File: src/rtl/interrupt_sequencer.sv
// rtl/interrupt_sequencer.sv - 6502-class RESET/NMI/BRK/multi-IRQ interrupt sequencer
module interrupt_sequencer #(
  parameter int                          DATA_WIDTH   = 8,
  parameter int                          N_IRQ        = 1,
  parameter logic [DATA_WIDTH-1:0]       STACK_PAGE   = 8'h01,
  parameter logic [2*DATA_WIDTH-1:0]     EXT_VEC_BASE = 16'hFFE0
) (
  input  logic                      CLK,
  input  logic                      RST_N,
  input  logic                      RDY,
  input  logic                      NMI,
  input  logic [N_IRQ-1:0]          IRQ,
  input  logic [N_IRQ-1:0]          irq_en,
  input  logic                      i_flag,
  input  logic                      insn_boundary,
  input  logic                      brk,
  input  logic [2*DATA_WIDTH-1:0]   pc,
  input  logic [DATA_WIDTH-1:0]     psr,
  input  logic [DATA_WIDTH-1:0]     sp,
  input  logic [DATA_WIDTH-1:0]     data_in,
  output logic                      busy,
  output logic [2*DATA_WIDTH-1:0]   addr,
  output logic                      addr_valid,
  output logic                      rw,
  output logic [DATA_WIDTH-1:0]     data_out,
  output logic                      sp_dec,
  output logic                      pc_load,
  output logic [2*DATA_WIDTH-1:0]   pc_new,
  output logic                      set_i,
  output logic [N_IRQ-1:0]          irq_ack
);

  localparam int DW = DATA_WIDTH;
  localparam int AW = 2 * DATA_WIDTH;

  // Fixed vectors sit at the top of the address space, counted down from all-ones
  localparam logic [AW-1:0] VEC_NMI = {AW{1'b1}} - AW'(5);
  localparam logic [AW-1:0] VEC_RES = {AW{1'b1}} - AW'(3);
  localparam logic [AW-1:0] VEC_IRQ = {AW{1'b1}} - AW'(1);

  typedef enum logic [2:0] {
    IDLE,
    PUSH_PCH,
    PUSH_PCL,
    PUSH_P,
    VEC_LO,
    VEC_HI,
    DONE
  } state_t;

  state_t            state;
  logic              reset_pending;
  logic              nmi_pending;
  logic              nmi_q;
  logic              seq_reset;
  logic              seq_maskable;
  logic [AW-1:0]     vec;
  logic [N_IRQ-1:0]  ack_mask;
  logic [DW-1:0]     sp_work;
  logic [DW-1:0]     pcl_q;
  logic [DW-1:0]     p_q;
  logic [DW-1:0]     vec_lo_q;

  logic              nmi_edge;
  logic              nmi_now;
  logic              irq_hit;
  logic [N_IRQ-1:0]  irq_oh;
  logic [AW-1:0]     irq_vec;
  logic              start_reset;
  logic              start_nmi;
  logic              start_brk;
  logic              start_irq;
  logic              start;
  logic [AW-1:0]     start_vec;
  logic [DW-1:0]     p_start;
  logic              in_push;
  logic              hijack;
  logic [AW-1:0]     vec_eff;

  assign nmi_edge = nmi_q & ~NMI;
  assign nmi_now  = nmi_pending | nmi_edge;

  // Pick the lowest-numbered enabled, asserted IRQ channel and its vector
  always_comb begin
    irq_hit = 1'b0;
    irq_oh  = '0;
    irq_vec = VEC_IRQ;
    for (int k = N_IRQ - 1; k >= 0; k--) begin
      if (!IRQ[k] && irq_en[k]) begin
        irq_hit   = 1'b1;
        irq_oh    = '0;
        irq_oh[k] = 1'b1;
        irq_vec   = (k == 0) ? VEC_IRQ : EXT_VEC_BASE + AW'(2 * k - 2);
      end
    end
    if (i_flag) begin
      irq_hit = 1'b0;
    end
  end

  // Start arbitration in IDLE: RESET > NMI > BRK > IRQ
  always_comb begin
    start_reset = reset_pending;
    start_nmi   = !reset_pending && insn_boundary && nmi_now;
    start_brk   = !reset_pending && insn_boundary && !nmi_now && brk;
    start_irq   = !reset_pending && insn_boundary && !nmi_now && !brk && irq_hit;
    start       = start_reset | start_nmi | start_brk | start_irq;
    if (start_reset) begin
      start_vec = VEC_RES;
    end else if (start_nmi) begin
      start_vec = VEC_NMI;
    end else if (start_brk) begin
      start_vec = VEC_IRQ;
    end else begin
      start_vec = irq_vec;
    end
    p_start    = psr;
    p_start[5] = 1'b1;
    p_start[4] = start_brk;
  end

  // A pending NMI seen during the pushes of a BRK/IRQ sequence steals its vector
  always_comb begin
    in_push = (state == PUSH_PCH) || (state == PUSH_PCL) || (state == PUSH_P);
    hijack  = in_push && seq_maskable && nmi_now;
    vec_eff = hijack ? VEC_NMI : vec;
  end

  // Sequencer state, NMI edge capture and registered bus/strobe outputs
  always_ff @(posedge CLK) begin
    if (!RST_N) begin
      state         <= IDLE;
      reset_pending <= 1'b1;
      nmi_pending   <= 1'b0;
      nmi_q         <= 1'b1;
      seq_reset     <= 1'b0;
      seq_maskable  <= 1'b0;
      vec           <= '0;
      ack_mask      <= '0;
      sp_work       <= '0;
      pcl_q         <= '0;
      p_q           <= '0;
      vec_lo_q      <= '0;
      busy          <= 1'b1;
      addr          <= '0;
      addr_valid    <= 1'b0;
      rw            <= 1'b1;
      data_out      <= '0;
      sp_dec        <= 1'b0;
      pc_load       <= 1'b0;
      pc_new        <= '0;
      set_i         <= 1'b0;
      irq_ack       <= '0;
    end else begin
      nmi_q <= NMI;
      if (nmi_edge) begin
        nmi_pending <= 1'b1;
      end
      if (hijack) begin
        vec          <= VEC_NMI;
        ack_mask     <= '0;
        seq_maskable <= 1'b0;
        nmi_pending  <= 1'b0;
      end
      if (RDY) begin
        case (state)
          IDLE: begin
            if (start) begin
              state        <= PUSH_PCH;
              busy         <= 1'b1;
              seq_reset    <= start_reset;
              seq_maskable <= start_brk | start_irq;
              vec          <= start_vec;
              ack_mask     <= start_irq ? irq_oh : '0;
              pcl_q        <= pc[DW-1:0];
              p_q          <= p_start;
              sp_work      <= sp - DW'(1);
              addr         <= {STACK_PAGE, sp};
              addr_valid   <= 1'b1;
              rw           <= start_reset;
              data_out     <= start_reset ? '0 : pc[AW-1:DW];
              sp_dec       <= 1'b1;
              if (start_nmi) begin
                nmi_pending <= 1'b0;
              end
            end else begin
              busy <= 1'b0;
            end
          end
          PUSH_PCH: begin
            state    <= PUSH_PCL;
            addr     <= {STACK_PAGE, sp_work};
            sp_work  <= sp_work - DW'(1);
            data_out <= seq_reset ? '0 : pcl_q;
          end
          PUSH_PCL: begin
            state    <= PUSH_P;
            addr     <= {STACK_PAGE, sp_work};
            sp_work  <= sp_work - DW'(1);
            data_out <= seq_reset ? '0 : p_q;
          end
          PUSH_P: begin
            state    <= VEC_LO;
            addr     <= vec_eff;
            rw       <= 1'b1;
            data_out <= '0;
            sp_dec   <= 1'b0;
          end
          VEC_LO: begin
            state    <= VEC_HI;
            vec_lo_q <= data_in;
            addr     <= addr + AW'(1);
          end
          VEC_HI: begin
            state      <= DONE;
            pc_new     <= {data_in, vec_lo_q};
            pc_load    <= 1'b1;
            set_i      <= 1'b1;
            irq_ack    <= ack_mask;
            addr       <= '0;
            addr_valid <= 1'b0;
          end
          DONE: begin
            state         <= IDLE;
            reset_pending <= 1'b0;
            busy          <= 1'b0;
            pc_load       <= 1'b0;
            set_i         <= 1'b0;
            irq_ack       <= '0;
          end
          default: begin
            state <= IDLE;
          end
        endcase
      end
    end
  end

endmodule

File: config.mk
export PLATFORM = sky130hd
export DESIGN_NAME = interrupt_sequencer
export DESIGN_NICKNAME = d
export VERILOG_FILES = /design/src/rtl/interrupt_sequencer.sv
export SDC_FILE = /design/constraint.sdc
export NUM_CORES = 1
export LEC_CHECK = 0
export BUFFER_PORTS_ARGS = -buffer_cell sky130_fd_sc_hd__buf_4
export CAP_MARGIN = 20
export CORE_AREA = 3 3 104 106
export DETAILED_ROUTE_END_ITERATION = 10
export DIE_AREA = 0 0 107 109
export GPL_TIMING_DRIVEN = 0
export PLACE_DENSITY = 0.7
export RECOVER_POWER = 50
export REMOVE_ABC_BUFFERS = 1
export SYNTH_ARGS = -nofsm -noshare
export SYNTH_HDL_FRONTEND = slang
export SYNTH_SLANG_ARGS = --single-unit
File: constraint.sdc
create_clock -name CLK -period 5.4 [get_ports CLK]
set_clock_uncertainty 0.15 [all_clocks]
set_input_delay 1.08 -clock CLK [delete_from_list [all_inputs] [get_ports CLK]]
set_output_delay 1.08 -clock CLK [all_outputs]
set_load 0.03 [all_outputs]
==> results.toml, run 1 <==
[floorplanning]
fp.dieArea_um2 = 11700
floorplan.io_pins = 96
std_cell_rows = 36
start_util_pct = 48.6
die_w_um = 107
design.core.area_um2 = 9860
chipHeight_um = 109

[grt]
antenna_found_initial = 0
grt_overflow_total = 0
groute.usage.overall_pct = 21.5
global_route.usage.met2_pct = 34.8
use_met1_pct = 29.4
global_route_wire_length_before_repair_um = 20600
pin_count_of_the_biggest_net_entering_global_routing = 55
grt_pass1_vias = 4307
globalRoute.busiestLayer = "met2"
grt_util_met3_pct = 3.43

[final_layout]
mostFrequentLayoutCells = "nand2_1 (109), dfxtp_1 (103), a21oi_1 (83), nor2_1 (59), clkbuf_1 (48)"
finalNetCount = 725
final_common_cell = "nand2_1"
final_layout_size_suffix_gt1_share_pct = 12.1
areaGrowthSynthToFinish_pct = 15.6
antennaDiodeCount = 0

[critical_path]
slowest_stage = "clkbuf_1"
critPathMaxStageDelay_ps = 1120
path_buf_inv = 3
cp_data_arrival_time_ps = 4220
critPathKind = "primary input to flip-flop"
worst_path_cell_trace = "clkbuf_1 > inv_1 > buf_12 > or4_1 > o311ai_0"
critical_path_peak_fanout = 54
worstSetupStartpointType = "primary input"
setup.worst_path.end_class = "flip-flop"
crit_family = "buffers and inverters"
timing.critical_path.required_ps = 5520

[clock_network]
htree_num_levels = 3
clk_pin_slew_ps = 100
clockBufferDepth = 2
clock_tree.root_cell = "clkbuf_8"
post_cts_resized = 0
postCtsHoldBufs = 0
clkLatencyLatePin_ps = 370
cts_tree = "yes"
cts.repair_timing.setup_buffer_count = 0
tritoncts_num_sinks = 103
number_of_buffers_created_by_cts = 9

[sta]
fin_crit_sh_pct = 76.0
final-max-slew-violation-count = 34
finalCriticalPeriod_ps = 4100
finalSetupViolations = 0
grt_setup_unrepaired = "false"
actual_transition_at_the_worst_max_transition_pin_ps = 1580
maxClockFrequency_ghz = 0.244
setup_tns_after_final_layout_ps = 0
finalHoldViolations = 0
relSlewSlack_pct = -5.51

[run_status]
violations = "capacitance limit, slew limit"
run_status = "finished with violations"

[drt]
antenna_left = 0
routed_via_density = 5.69
drcViolationCount = 0
via_count = 4622
drt-initial-drc-count = 287
drt_first_pass_iters = 4
drt_wl_cell_um = 15.4
route.final.wire_length_um = 12500

[logic_synthesis]
ys_dominant_reg_cell = "dfxtp_1"
netlist_instances = 610
ys_warn_count = 0
synth_seq_area_share_pct = 43.0
synth.cell_area_um2 = 4790
ys_async_sr_fraction_pct = 0
register_bit_count_reported_by_yosys = 103
avg_cell_area_syn_um2 = 7.86
yosys.cell_types.count = 64
synth_edf_count = 0

[place]
place.port_buffers = 93
dp_hpwl_um = 8460
gp_congestion = 0.911

[power_and_ir_drop]
finalPower_w = 0.00155
power-per-cell-area_nw_per_um2 = 280
irDropWorstVdd_v = 0.000130
power_leakage_nw = 1.99

[hold_path]
hold_class = "flip-flop to flip-flop"

[job]
timing.max_cap.violations = 1
state kept, by name, summed over array words and instances, names as in the netlist:
register and count:
vec 16, set_i 1, reset_pending 1, addr_valid 1, busy 1, p_q 8
data_out 8, addr 16, rw 1, pc_new 16, seq_reset 1, vec_lo_q 8
sp_dec 1, nmi_pending 1, seq_maskable 1, pcl_q 8, state 3, ack_mask 1
irq_ack 1, sp_work 8, nmi_q 1
logic make-up after synthesis:
logic type	after synthesis	synth area share, %
compound gates	193	25.8
xor+xnor	14	2.56
fa+ha+maj	2	0.522
buf+inv	52	4.44
flops	103	43.0
mux	6	1.38
simple gates	240	22.3
cells in the mapped netlist (all sizes together), types with 2 or more instances:
cell | count | share of area [%]
a211o | 2 | 0.37
a211oi | 10 | 1.6
a21oi | 84 | 8.9
a221oi | 2 | 0.37
a22oi | 14 | 2.2
a311oi | 2 | 0.37
a31oi | 4 | 0.52
a32o | 4 | 0.84
and3 | 4 | 0.52
buf | 17 | 1.7
clkbuf | 26 | 2.0
dfxtp | 103 | 43
ha | 2 | 0.52
inv | 9 | 0.70
mux2 | 2 | 0.55
mux2i | 4 | 0.84
nand2 | 109 | 8.5
nand2b | 2 | 0.26
nand3 | 23 | 2.4
nand4 | 3 | 0.39
nor2 | 59 | 4.6
nor2b | 8 | 1.0
nor3 | 13 | 1.4
nor4 | 3 | 0.39
o2111ai | 2 | 0.37
o211a | 3 | 0.63
o211ai | 14 | 2.3
o21a | 3 | 0.47
o21ai | 27 | 2.8
o221a | 2 | 0.47
o221ai | 2 | 0.37
o22ai | 2 | 0.26
o311ai | 4 | 0.73
o31a | 2 | 0.37
or2 | 4 | 0.52
or4 | 3 | 0.55
xnor2 | 7 | 1.3
xor2 | 7 | 1.3
worst reg2reg max path, delay by kind of cell (launching register included):
family          cells  cell delay [ps]
buf+inv             2              500
mux                 1              300
fa+ha+maj           1              310
simple gates        1              540
compound gates      3              600
flops               1              960
final timing paths:
| check | startpoint | to | slack [ps] | depth (start not counted) |
|---|---|---|---|---|
| worst max-delay path | RST_N | sp_work[2] | 1300 | 5 |
| worst min-delay path | vec[0] | vec[0] | 290 | 2 |
| worst max register to register | state[2] | sp_work[4] | 1910 | 8 |
| worst min register to register | vec[0] | vec[0] | 290 | 2 |
layer usage:
metal / wire length [µm] / part of all wire (%) / vias to the layer above
li1: - / - / 2305
met1: 5760 / 46 / 2166
met2: 5890 / 47 / 135
met3: 649 / 5.2 / 16
met4: 184 / 1.5 / 0
met5: 0 / 0 / -
metrics by stage:
step	util [%]	cell area, µm²	cells	setup WS [ps]	hold slack, ps
2_1_floorplan	-	4610	567	1910	255
3_3_place_gp	55.5	5480	793	903	265
3_5_place_dp	56.1	5530	796	1990	274
4_1_cts	58.0	5720	812	2020	293
5_1_grt	56.2	5540	812	1100	306
6_report	56.2	5540	812	1300	295
final cells by class:
| class | count | area [µm²] |
|---|---|---|
| multi-input combinational | 455 | 2530 |
| fill | 975 | 4320 |
| clock inverter | 7 | 66.3 |
| tap | 133 | 166 |
| clock buffer | 9 | 124 |
| timing repair buffer | 96 | 561 |
| inverter | 9 | 33.8 |
| sequential | 103 | 2060 |
report_power, final:
part,leakage (nW),switching (W),internal (W),total (W)
registers,0.843,0.0000378,0.000798,0.000836
logic,1.05,0.000148,0.0000941,0.000242
clock network,0.0949,0.000293,0.000178,0.000471
total,1.99,0.000479,0.00107,0.00155
No activity file was read; power rests on OpenSTA's default activity.
==> inputs of run 2 (changes only) <==
==> constraint.sdc (replaced) <==
create_clock -name CLK -period 4.28 [get_ports CLK]
set_clock_uncertainty 0.15 [all_clocks]
set_input_delay 0.856 -clock CLK [delete_from_list [all_inputs] [get_ports CLK]]
set_output_delay 0.856 -clock CLK [all_outputs]
set_load 0.03 [all_outputs]
==> run 2 against run 1 <==
  * Via count about the same
  * Die area stayed put
  * Utilization stayed put
  * The run still ends with capacitance limit, slew limit left
  * Sequential share of layout area is the same
  * Routed wire length is essentially flat
  * Total power grew 26%
  * Worst hold slack did not move
  * Non-clock buffer count stayed put
  * Critical path type unchanged
  * Sequential cell count is the same
==> results.toml, run 2 (synthesis results as in run 1) <==
[critical_path]
slowest_stage = "clkbuf_1"
timing.critical_path.required_ps = 4400
path_buf_inv = 3
setup.worst_path.end_class = "flip-flop"
worstSetupStartpointType = "primary input"
critPathKind = "primary input to flip-flop"
critPathMaxStageDelay_ps = 1140
crit_family = "buffers and inverters"
critical_path_peak_fanout = 54
worst_path_cell_trace = "clkbuf_1 > inv_2 > buf_12 > or4_1 > o311ai_0"
cp_data_arrival_time_ps = 3670

[floorplanning]
std_cell_rows = 36
chipHeight_um = 109
floorplan.io_pins = 96
start_util_pct = 48.6
fp.dieArea_um2 = 11700
die_w_um = 107
design.core.area_um2 = 9860

[clock_network]
tritoncts_num_sinks = 103
clock_tree.root_cell = "clkbuf_8"
postCtsHoldBufs = 0
clkLatencyLatePin_ps = 370
htree_num_levels = 3
cts.repair_timing.setup_buffer_count = 0
clk_pin_slew_ps = 100
clockBufferDepth = 2
post_cts_resized = 0
cts_tree = "yes"
number_of_buffers_created_by_cts = 9

[final_layout]
final_core_utilization_pct = 56.2
final_common_cell = "nand2_1"
mostFrequentLayoutCells = "nand2_1 (109), dfxtp_1 (103), a21oi_1 (83), nor2_1 (59), clkbuf_1 (48)"
areaGrowthSynthToFinish_pct = 15.6
reg_top3 = "addr x16, pc_new x16, vec x16"
antennaDiodeCount = 0
final_layout_size_suffix_gt1_share_pct = 12.2
fillers = 975
finalNetCount = 725

[place]
place.port_buffers = 93
dp_hpwl_um = 8460
gp_congestion = 0.911
preCtsSetupSlack_ps = 916

[sta]
setup_tns_after_final_layout_ps = 0
maxClockFrequency_ghz = 0.282
hold_ws_ps = 295
finalCriticalPeriod_ps = 3550
fin_crit_sh_pct = 82.9
finalHoldViolations = 0
finalSetupViolations = 0
actual_transition_at_the_worst_max_transition_pin_ps = 1610
final-max-slew-violation-count = 34
grt_setup_unrepaired = "false"
relSlewSlack_pct = -7.04
worst_slack_ps = 731

[drt]
drt-initial-drc-count = 280
antenna_left = 0
routed_via_density = 5.69
route.final.wire_length_um = 12500
drcViolationCount = 0
drt_first_pass_iters = 4
via_count = 4618
drt_wl_cell_um = 15.4

[power_and_ir_drop]
netSwitchingPower_w = 0.000604
power_frac_seq_pct = 54.0
share_comb_of_total_power_pct = 15.6
power-per-cell-area_nw_per_um2 = 353
finalPower_w = 0.00195
netSwitchingFraction_pct = 30.9
power_frac_clock_pct = 30.4
irDropWorstVdd_v = 0.000164
power_leakage_nw = 1.99
internal_power_w = 0.00135

[run_status]
run_status = "finished with violations"
violations = "capacitance limit, slew limit"

[grt]
grt_pass1_vias = 4307
pin_count_of_the_biggest_net_entering_global_routing = 55
groute.usage.overall_pct = 21.5
grt_overflow_total = 0
global_route_wire_length_before_repair_um = 20600
antenna_found_initial = 0

[hold_path]
hold_class = "flip-flop to flip-flop"

[job]
timing.max_cap.violations = 1
==> run 2: cell counts in the layout (fill, tap and decap cells not counted) <==
Identical to the previous run, type by type.
==> run 2: path summary, 6_finish.rpt <==
check                 from         end  slack [ps]  cells after the start
setup / recovery     RST_N  sp_work[2]         730                      5
hold / removal      vec[0]      vec[0]         290                      2
setup reg to reg  state[2]  sp_work[4]         790                      8
hold reg to reg     vec[0]      vec[0]         290                      2
==> run 2: power groups by stage <==
stage / Sequential (W) / Combinational (W) / Clock, W
2_1_floorplan: 0.00109 / 0.000168 / 0
3_3_place_gp: 0.00107 / 0.000303 / 0
3_5_place_dp: 0.00108 / 0.000314 / 0
4_1_cts: 0.00105 / 0.000315 / 0.000604
5_1_grt: 0.00106 / 0.000339 / 0.000644
6_report: 0.00105 / 0.000305 / 0.000595
==> run 2: area by class of cell <==
class                   count  area (µm²)  area share (%)
repair buffers             96         561            10.1
clock inverters             7        66.3            1.20
clock buffers               9         124            2.24
inverters                   9        33.8           0.610
well taps                 133         166            3.00
flip-flops and latches    103        2060            37.2
multi-input cells         455        2530            45.6
==> run 2: routing by layer <==
layer	up-vias	global-route usage (%)	share of wire, %
met5	-	0	0
met4	0	7.31	1.5
met3	16	3.43	5.2
met2	135	34.8	47
met1	2162	29.4	46
li1	2305	-	-
==> run 2: tightest hold or removal path: stages, from the launching register on <==
cell,delay (ps)
dfxtp_1,330
nand2_1,50
nor2_1,30
==> run 2: metrics by stage <==
| stage | area [µm²] | instances |
|---|---|---|
| after global routing | 5540 | 812 |
| after detailed placement | 5530 | 796 |
| after floorplan | 4610 | 567 |
| after global placement | 5480 | 793 |
| final | 5540 | 812 |
| after CTS | 5720 | 812 |
==> inputs of run 3 (changes only) <==
==> constraint.sdc (replaced) <==
create_clock -name CLK -period 3.4 [get_ports CLK]
set_clock_uncertainty 0.15 [all_clocks]
set_input_delay 0.68 -clock CLK [delete_from_list [all_inputs] [get_ports CLK]]
set_output_delay 0.68 -clock CLK [all_outputs]
set_load 0.03 [all_outputs]
==> run 3 against run 2 <==
  * The flow now finishes without violations
  * Worst setup slack got worse by 450 ps
  * Via count rose by 0.26%
  * Highest routed layer unchanged
  * Routed wire length fell by 0.35%
  * Register-to-register slack got worse by 510 ps
  * Clock power rose by 25%
  * Utilization fell by 0.14 points
  * Cell area fell by 0.25%
  * Sequential cell count did not move
  * Critical endpoint is now sp_work[4]
  * Die area did not move
==> results.toml, run 3 (synthesis results as in run 1) <==
[power_and_ir_drop]
power_leakage_nw = 1.99
power-per-cell-area_nw_per_um2 = 444
finalPower_w = 0.00245
irDropWorstVdd_v = 0.000207

[floorplanning]
floorplan.io_pins = 96
die_w_um = 107
design.core.area_um2 = 9860
chipHeight_um = 109
fp.dieArea_um2 = 11700
start_util_pct = 48.6
std_cell_rows = 36

[critical_path]
timing.critical_path.required_ps = 3470
critPathKind = "flip-flop to flip-flop"
worstSetupStartpointType = "flip-flop"
startpoint_of_the_worst_register_to_register_path = "state[1]"
cp_data_arrival_time_ps = 3190
setup.worst_path.end_class = "flip-flop"
reg2reg_slack_ps = 280
critical_path_peak_fanout = 29
startpoint = "state[1]"

[run_status]
run_status = "completed"

[final_layout]
antennaDiodeCount = 0
final-seq-area_um2 = 2070
areaGrowthSynthToFinish_pct = 15.3
mostFrequentLayoutCells = "nand2_1 (109), dfxtp_1 (100), a21oi_1 (83), nor2_1 (59)"
fillers = 974
final_common_cell = "nand2_1"
finalNetCount = 725
multi_input_comb_area_um2 = 2520
final_core_utilization_pct = 56.0
postLayoutCellArea_um2 = 5530
final_layout_size_suffix_gt1_share_pct = 12.5
reg_top3 = "addr x16, pc_new x16, vec x16"

[clock_network]
cts_tree = "yes"
clkLatencyLatePin_ps = 370
htree_num_levels = 3
tritoncts_num_sinks = 103
cts.repair_timing.setup_buffer_count = 0
clockBufferDepth = 2
number_of_buffers_created_by_cts = 9
clk_pin_slew_ps = 100
postCtsHoldBufs = 0
clock_tree.root_cell = "clkbuf_8"
post_cts_resized = 0

[grt]
antenna_found_initial = 0
global_route_wire_length_before_repair_um = 20600
groute.usage.overall_pct = 21.5
grt_overflow_total = 0
pin_count_of_the_biggest_net_entering_global_routing = 55
grt_pass1_vias = 4307

[hold_path]
min-delay-start = "vec[0]"
hold_class = "flip-flop to flip-flop"

[drt]
routed_via_density = 5.70
via_count = 4630
route.final.wire_length_um = 12400
drt-initial-drc-count = 282
antenna_left = 0
drt_wl_cell_um = 15.3
drcViolationCount = 0
drt_first_pass_iters = 5

[sta]
final-max-slew-violation-count = 0
grt_setup_unrepaired = "false"
finalCriticalPeriod_ps = 3120
finalSetupViolations = 0
actual_transition_at_the_worst_max_transition_pin_ps = 1060
hold_ws_ps = 291
finalHoldViolations = 0
maxClockFrequency_ghz = 0.320
fin_crit_sh_pct = 91.8
setup_tns_after_final_layout_ps = 0
relSlewSlack_pct = 29.2

[job]
timing.max_cap.violations = 0

[place]
dp_hpwl_um = 8460
gp_congestion = 0.911
place.port_buffers = 93
post_dp_cell_area_um2 = 5530
-- run 3: changes by cell type in the layout (fill, tap and decap cells not counted) --
cell      change
buf_4         +1
inv_2         -1
dfxtp_1       -3
clkbuf_1      -1
nor4b_1       +1
dfxtp_2       +3
inv_1         +1
buf_12        -1
nor4b_2       -1
clkbuf_2      +1
-- run 3: final cells by class --
type | instances | area share, %
clock inverter | 7 | 1.20
clock buffer | 9 | 2.24
timing repair buffer | 96 | 9.94
sequential | 103 | 37.4
inverter | 9 | 0.611
tap | 133 | 3.01
multi-input combinational | 455 | 45.6
-- run 3: path summary, 6_finish.rpt --
check	to	cells after the start
max	sp_work[4]	8
min	vec[0]	2
max reg2reg	sp_work[4]	8
min reg2reg	vec[0]	2
-- run 3: layer usage --
layer  share of wire, %  track usage [%]  vias to the layer above
met5                  0                0                        -
met4                1.0             7.31                        0
met3                6.0             3.43                       11
met2                 47             34.8                      151
met1                 46             29.4                     2160
li1                   -                -                     2308
-- run 3: power breakdown --
| part | internal (W) | leakage [nW] | switching [W] | total, W |
|---|---|---|---|---|
| Sequential | 0.00127 | 0.844 | 0.0000594 | 0.00133 |
| Combinational | 0.000148 | 1.05 | 0.000234 | 0.000381 |
| Clock | 0.000283 | 0.0949 | 0.000461 | 0.000744 |
| Total | 0.00170 | 1.99 | 0.000754 | 0.00245 |
-- run 3: worst max-delay path, cell delays in order (launching register included) --
cell      delay, ps
dfxtp_2         680
xor2_1          340
nand2_1         420
mux2i_1         320
ha_1            310
inv_1           140
o311ai_0        320
o31a_1          210
o32ai_1          70
-- run 3: through the flow --
step	setup slack (ps)	cells
after global placement	-697	793
final	278	812
after floorplan	311	567
after CTS	19.8	812
after detailed placement	36.5	796
after global routing	98.0	812
